`src/rtl/input_debouncer_pkg.sv`:
```
// Shared types and helpers for the input debouncer and its sub-blocks.
package input_debouncer_pkg;

    // Debouncer FSM states: settled levels and their qualification phases.
    typedef enum logic [1:0] {
        LOW   = 2'd0,
        CHK_H = 2'd1,
        HIGH  = 2'd2,
        CHK_L = 2'd3
    } state_t;

    // Counter width able to hold 0..stable_cycles.
    function automatic int cnt_width(input int stable_cycles);
        return $clog2(stable_cycles + 1);
    endfunction

endpackage

```
`src/rtl/sync_chain.sv`:
```
// Plain flop-chain synchroniser for a single asynchronous bit.
// No logic between stages so the chain can be treated as a metastability filter.
module sync_chain #(
    parameter int SYNC_STAGES = 2
) (
    input  logic clk,
    input  logic rst,
    input  logic d,
    output logic q
);

    logic [SYNC_STAGES-1:0] stage_r;

    // Shift the raw input through the synchroniser stages.
    always_ff @(posedge clk or posedge rst) begin
        if (rst) begin
            stage_r <= '0;
        end else begin
            stage_r <= {stage_r[SYNC_STAGES-2:0], d};
        end
    end

    assign q = stage_r[SYNC_STAGES-1];

endmodule

```
`src/rtl/input_debouncer.sv`:
```
// Input debouncer: synchronises a raw input, requires STABLE_CYCLES
// consecutive samples at a new level before accepting it, and emits
// registered one-cycle rise/fall strobes alongside the clean level.
module input_debouncer
    import input_debouncer_pkg::*;
#(
    parameter int SYNC_STAGES   = 2,
    parameter int STABLE_CYCLES = 4
) (
    input  logic clk,
    input  logic rst,
    input  logic a,
    output logic a_clean,
    output logic rise,
    output logic fall,
    output logic busy
);

    localparam int CNT_W = cnt_width(STABLE_CYCLES);
    localparam logic [CNT_W-1:0] CNT_MAX  = CNT_W'(STABLE_CYCLES - 1);
    localparam logic [CNT_W-1:0] CNT_ONE  = CNT_W'(1);
    localparam logic [CNT_W-1:0] CNT_ZERO = CNT_W'(0);
    localparam bit SINGLE = (STABLE_CYCLES == 1);

    logic             a_s;
    state_t           state_r;
    state_t           next_state_s;
    logic [CNT_W-1:0] cnt_r;
    logic [CNT_W-1:0] next_cnt_s;
    logic             next_rise_s;
    logic             next_fall_s;
    logic             a_clean_r;
    logic             rise_r;
    logic             fall_r;
    logic             busy_r;

    sync_chain #(
        .SYNC_STAGES(SYNC_STAGES)
    ) u_sync (
        .clk(clk),
        .rst(rst),
        .d  (a),
        .q  (a_s)
    );

    // Next-state, counter and strobe decisions from the synchronised sample.
    always_comb begin
        next_state_s = state_r;
        next_cnt_s   = cnt_r;
        next_rise_s  = 1'b0;
        next_fall_s  = 1'b0;
        case (state_r)
            LOW: begin
                if (a_s) begin
                    if (SINGLE) begin
                        next_state_s = HIGH;
                        next_rise_s  = 1'b1;
                    end else begin
                        next_state_s = CHK_H;
                        next_cnt_s   = CNT_ONE;
                    end
                end else begin
                    next_state_s = LOW;
                end
            end
            CHK_H: begin
                if (!a_s) begin
                    next_state_s = LOW;
                    next_cnt_s   = CNT_ZERO;
                end else if (cnt_r == CNT_MAX) begin
                    next_state_s = HIGH;
                    next_cnt_s   = CNT_ZERO;
                    next_rise_s  = 1'b1;
                end else begin
                    next_cnt_s   = cnt_r + CNT_ONE;
                end
            end
            HIGH: begin
                if (!a_s) begin
                    if (SINGLE) begin
                        next_state_s = LOW;
                        next_fall_s  = 1'b1;
                    end else begin
                        next_state_s = CHK_L;
                        next_cnt_s   = CNT_ONE;
                    end
                end else begin
                    next_state_s = HIGH;
                end
            end
            CHK_L: begin
                if (a_s) begin
                    next_state_s = HIGH;
                    next_cnt_s   = CNT_ZERO;
                end else if (cnt_r == CNT_MAX) begin
                    next_state_s = LOW;
                    next_cnt_s   = CNT_ZERO;
                    next_fall_s  = 1'b1;
                end else begin
                    next_cnt_s   = cnt_r + CNT_ONE;
                end
            end
            default: begin
                next_state_s = LOW;
                next_cnt_s   = CNT_ZERO;
            end
        endcase
    end

    // State, counter and registered outputs; outputs are decoded from the
    // next state so they line up with the state they describe.
    always_ff @(posedge clk or posedge rst) begin
        if (rst) begin
            state_r   <= LOW;
            cnt_r     <= CNT_ZERO;
            a_clean_r <= 1'b0;
            rise_r    <= 1'b0;
            fall_r    <= 1'b0;
            busy_r    <= 1'b0;
        end else begin
            state_r   <= next_state_s;
            cnt_r     <= next_cnt_s;
            a_clean_r <= (next_state_s == HIGH) || (next_state_s == CHK_L);
            rise_r    <= next_rise_s;
            fall_r    <= next_fall_s;
            busy_r    <= (next_state_s == CHK_H) || (next_state_s == CHK_L);
        end
    end

    assign a_clean = a_clean_r;
    assign rise    = rise_r;
    assign fall    = fall_r;
    assign busy    = busy_r;

endmodule

```
`config.mk`:
```
export PLATFORM = sky130hd
export DESIGN_NAME = input_debouncer
export DESIGN_NICKNAME = d
export VERILOG_FILES = /design/src/rtl/input_debouncer_pkg.sv /design/src/rtl/sync_chain.sv /design/src/rtl/input_debouncer.sv
export SDC_FILE = /design/constraint.sdc
export NUM_CORES = 1
export LEC_CHECK = 0
export BUFFER_PORTS_ARGS = -buffer_cell sky130_fd_sc_hd__buf_2
export CORE_AREA = 2 2 39 41
export DETAILED_ROUTE_END_ITERATION = 12
export DIE_AREA = 0 0 41 43
export SETUP_SLACK_MARGIN = 0.05
export SYNTH_ARGS = -nofsm -noshare
export SYNTH_HDL_FRONTEND = slang
export SYNTH_SLANG_ARGS = --single-unit
```
`constraint.sdc`:
```
create_clock -name clk -period 1.45 [get_ports clk]
set_input_delay 0.29 -clock clk [delete_from_list [all_inputs] [get_ports clk]]
set_output_delay 0.29 -clock clk [all_outputs]
set_load 0.02 [all_outputs]
```
# --- Word level (Yosys, flattened, before mapping) ---
# Index checks and enable logic that the tools add are counted.
classes:
  add_sub_neg: 1
  n_eq_ne: 9
  muxes: 18
  reduce_logical: 4
ops:
  columns: ["operator", "n"]
  rows:
  - ["$mux W3", 5]
  - ["$pmux W3 S4", 1]
  - ["$eq A2 B2 Y1 const B", 4]
  - ["$mux W2", 4]
  - ["$pmux W2 S4", 1]
  - ["$mux W1", 7]
  - ["$eq A2 B1 Y1 const B", 2]
  - ["$add A3 B1 Y3 const B", 1]
  - ["$eq A3 B2 Y1 const B", 1]
  - ["$logic_not A2 Y1", 1]
  - ["$logic_or A1 B1 Y1", 2]
  - ["$ne A2 B1 Y1 const B", 1]
  - ["$ne A2 B2 Y1 const B", 1]
  - ["$reduce_and A2 Y1", 1]
totals:
  register_bits: 11
  in_bits: 3
  output_inout_bits: 4
  wordCells: 39

# --- Logic depth before layout (Yosys ltp) ---
logic_depth:
  word_depth: 6
  ltp_mapped: 4
  ltp_nobuf: 4

# --- Cells and area by module ---
# From an unflattened synthesis, not the netlist that was laid out.
unflattened:
  hier_cells: 30
  hier_area_um2: 390.4
by_module_without_submodules:
  columns: ["mod", "instances", "cells_each", "area_each_um2", "seq_area_each_um2"]
  rows:
  - ["input_debouncer", 1, 27, 336.6, 200.2]
  - ["sync_chain", 1, 3, 53.8, 50.0]

# --- Worst setup path before layout ---
# OpenSTA, ideal clock, no wires.
synth_timing:
  path_type: "register -> register"
  startpoint: "reg cnt_r[0]"
  endpoint: "reg a_clean_r (netlist: a_clean)"
  setup_time_ps: 125
  t_arrival_ps: 1131
  required_time_ps: 1325
  setup_slack_ps: 195
  path_stages_with_launch: 5
  path_cell_list: "dfrtp_1 > ha_1 > nor2b_1 > nand2_1 > mux2_2"
synth_between:
  elab_chain_len: 6
synth_rtl:
  columns: ["item", "line", "source"]
  rows:
  - ["start, declared", "input_debouncer.sv:28", "logic [CNT_W-1:0] cnt_r;"]
  - ["start signal, assigned", "input_debouncer.sv:122", "cnt_r <= next_cnt_s;"]
  - ["$eq A3 B2 Y1 *", "input_debouncer.sv:70, input_debouncer.sv:95", null]
  - ["$mux W2 (on tied branches)", "input_debouncer.sv:95, input_debouncer.sv:70", null]
  - ["$mux W2 (on tied branches)", "input_debouncer.sv:92, input_debouncer.sv:67", null]
  - ["$pmux W2 S4 *", "input_debouncer.sv:52", "case (state_r)"]
  - ["via next_state_s[1]", "input_debouncer.sv:27", "state_t next_state_s;"]
  - ["$eq A2 B2 Y1", "input_debouncer.sv:123", "a_clean_r <= (next_state_s == HIGH) || (next_state_s == CHK_L);"]
  - ["$logic_or A1 B1 Y1 *", "input_debouncer.sv:123", null]
  - ["end signal, assigned", "input_debouncer.sv:123", null]
  - ["end, declared", "input_debouncer.sv:32", "logic a_clean_r;"]
# The timed path passes the listed nets; every way through them passes the cells marked *.
# A chain may end at the register's enable or synchronous reset.

# --- Final worst setup path ---
# Ends and elaborated chain as after synthesis.

==> impl_results.md <==
* Status: completed
* Fin Setup TNS at 0 ns
* Via count at 241
* Ys Warns at 0
* FP Rows at 14
* Mux contribution to synthesized area at 2.94%
* Wire per inst at 10.5 µm
* Critical Path RT at 1.60 ns
* GRT Util Overall at approximately 10%
* Core area at between 1000 and 1500 µm²
* Post-Synth Adder-Cell Area at 3.27%
* Static leakage at 0.236 nW
* Syn avg cell area at 13.7 µm²
* Most frequent cells in the layout: 10 x dfrtp_1, 6 x buf_2, 3 x clkbuf_4
* Vias in the first global route at 261
* Mapped Area at between 300 and 400 µm²
* Post_cts resized at 0
* Critical path cell sequence: ha_1 -> nor2b_1 -> nand2_1 -> mux2_2
* Die H at about 43 µm
* Tcrit/Tclk final at between 80% and 90%
* Synth Net Count at 32
* TritonCTS clock tree: built
* Initial core utilization at 27.7%
* R2r endpoint: a_clean
* Crit path buf inv count at 0
* Hold Path End: u_sync.stage_r[0]
* Die area at ~1800 µm²
* RSZ-0062 raised after global routing: no
* CTS Buffer Depth at 2
* Worst slew pin tran at a little under 0.4 ns
* MaxCap Viol Count at 0
* Crit Path Class: register to register
* CP arrival at 1.42 ns
* Gpl congestion at 0.615
* Hold depth at 1
* Initial antenna violation count at 0
* PD cells at 1920 nW/µm²
* Clk Latency, worst-skew pair at between 0.2 and 0.3 ns
* Largest family of logic cells by synthesized area: simple AND/OR/NAND/NOR gates
* Peak supply drop at slightly above 0.9 mV
* Slowest CP cell: dfrtp_1
* Starting DRT DRC Count at 2
* Share of cells above drive strength 1 at 37.5%
* Share of the synthesized area in the top cell type at 65.4%
* Synth Instances at 28
* Synth area leader: dfrtp_1
* Hold/Removal Path Class: primary input to register
* PortBufs at 6
* Startpoint Class: register
* Clock Skew at 0.000711 ns
* Synth top area cells: dfrtp_1 65%, xor2_2 4.2%, and2_2 3.9%
* I/O pin count at 7
* Largest net degree at the start of global routing at 11
* Synth Area in Compound Gates at 6.54%
* Clk sinks at 10
* Number of distinct library cells after synthesis at 15
* R2R cell count at 4
* CP Max Fanout at 3
* #FFs+latches synth at 10
* Num CTS Buffers at 3
* Worst R2R Start: cnt_r[0]
* Slowest stage delay, CP at 0.39 ns
* Total Wirelength at about 590 µm
* Synthesis-to-layout area growth at 27.1%
* R2R Setup Slk at 0.19 ns
* Grt total ovfl at 0
* Fmax at 791 MHz
* DR DRC count at 0
* Root Buffer: clkbuf_4
* Xor/xnor cell area share of the yosys netlist at 4.25%
* Reg clk slew, reported paths at 0.06 ns
* CP delay by family, top: flip-flops
* Tmin final at 1.26 ns
* Post-DRT Antenna Nets at 0
* Sequential-to-total area share from yosys stat at around 65%
* Hold_buf cts at 1
* Pre-antenna DRT Iters at 3
* Worst setup EP type: register
* Final setup viols at 0
* DP Area at 440 µm²
* Final Hold Viols at 0
* Vias per cell at 4.30
* Worst slew margin at 74.0%
* Final net count at 45
* Post-CTS Setup Inserts at 0
* Post-route cell area at 487 µm²
* # H-tree levels at 1
* Final Max Slew Viols at 0
* Die width at slightly above 40 µm
* Number of diodes at 0
* Commonest non-fill, non-tap cell in the layout: dfrtp_1
* First-pass GRT wire length at 1.10 mm
* Simple-gate share of the synthesized area at ~17%
* DP Wirelength at 427 µm
* Hold path start: a
[worst register-to-register path: cells and delay by family, from the launching register on]
kind,cells,cell delay (ns)
simple gates,2,0.23
fa+ha+maj,1,0.20
flops,1,0.39
mux,1,0.33
[report_power, final]
part	internal (mW)	leakage (nW)	switching [mW]	total, mW
combinational	0.133	0.0891	0.135	0.268
clock	0.153	0.0210	0.0961	0.249
sequential	0.351	0.125	0.0652	0.417
total	0.637	0.236	0.297	0.933
[cells by family after synthesis]
group | count (synthesis)
and+or+nand+nor | 10
DFF | 10
AOI/OAI and AO/OA | 4
xor gates and xnor gates | 1
buffers and inverters | 1
muxes | 1
adders and majority gates | 1
[through the flow]
step / hold WS [ns] / power, mW / util [%] / std cells / worst slack (ns)
after floorplan: 0.130 / 0.606 / - / 28 / 0.195
after global placement: 0.285 / 0.681 / 31.8 / 51 / 0.205
after detailed placement: 0.284 / 0.688 / 31.8 / 51 / 0.187
after CTS: 0.120 / 0.948 / 35.2 / 56 / 0.182
after global routing: 0.117 / 1.00 / 35.2 / 56 / 0.0600
final: 0.129 / 0.933 / 35.2 / 56 / 0.186
[synth_stat cells]
| master | number |
|---|---|
| inv_1 | 1 |
| ha_1 | 1 |
| nor2b_1 | 1 |
| o21ai_0 | 2 |
| nand3_1 | 1 |
| nand2_1 | 1 |
| and3b_1 | 1 |
| dfrtp_1 | 10 |
| and2_2 | 2 |
| o21a_1 | 2 |
| nor3b_1 | 2 |
| nor2_1 | 1 |
| nand2b_1 | 1 |
| xor2_2 | 1 |
| mux2_2 | 1 |
[metal layers]
layer	global-route usage (%)	vias up	part of all wire, %
met3	9.42	0	11
met5	0	-	0
met2	12.2	10	41
li1	-	115	-
met4	2.00	0	0
met1	12.9	116	48
[registers in the layout, summed over array words and instances (netlist names)]
name / count
a_clean: 1
u_sync.stage_r: 2
rise: 1
busy: 1
fall: 1
cnt_r: 3
state_r: 1
[final cells by class]
type                       count  area (µm²)
timing repair buffer           8        47.5
multi-input combinational     17         129
sequential                    10         250
fill                         140         897
inverter                       1        3.75
clock buffer                   4        36.3
tap                           16        20.0
[worst max path at each step]
stage                   from       to  slack, ns  cells after the start
finish              cnt_r[0]  a_clean       0.19                      4
global route        cnt_r[0]     fall       0.06                      5
CTS                 cnt_r[0]  a_clean       0.18                      4
global placement    cnt_r[0]  a_clean       0.21                      4
detailed placement  cnt_r[0]  a_clean       0.19                      4
floorplan           cnt_r[0]  a_clean       0.19                      4
(Power assumes the default switching activity.)
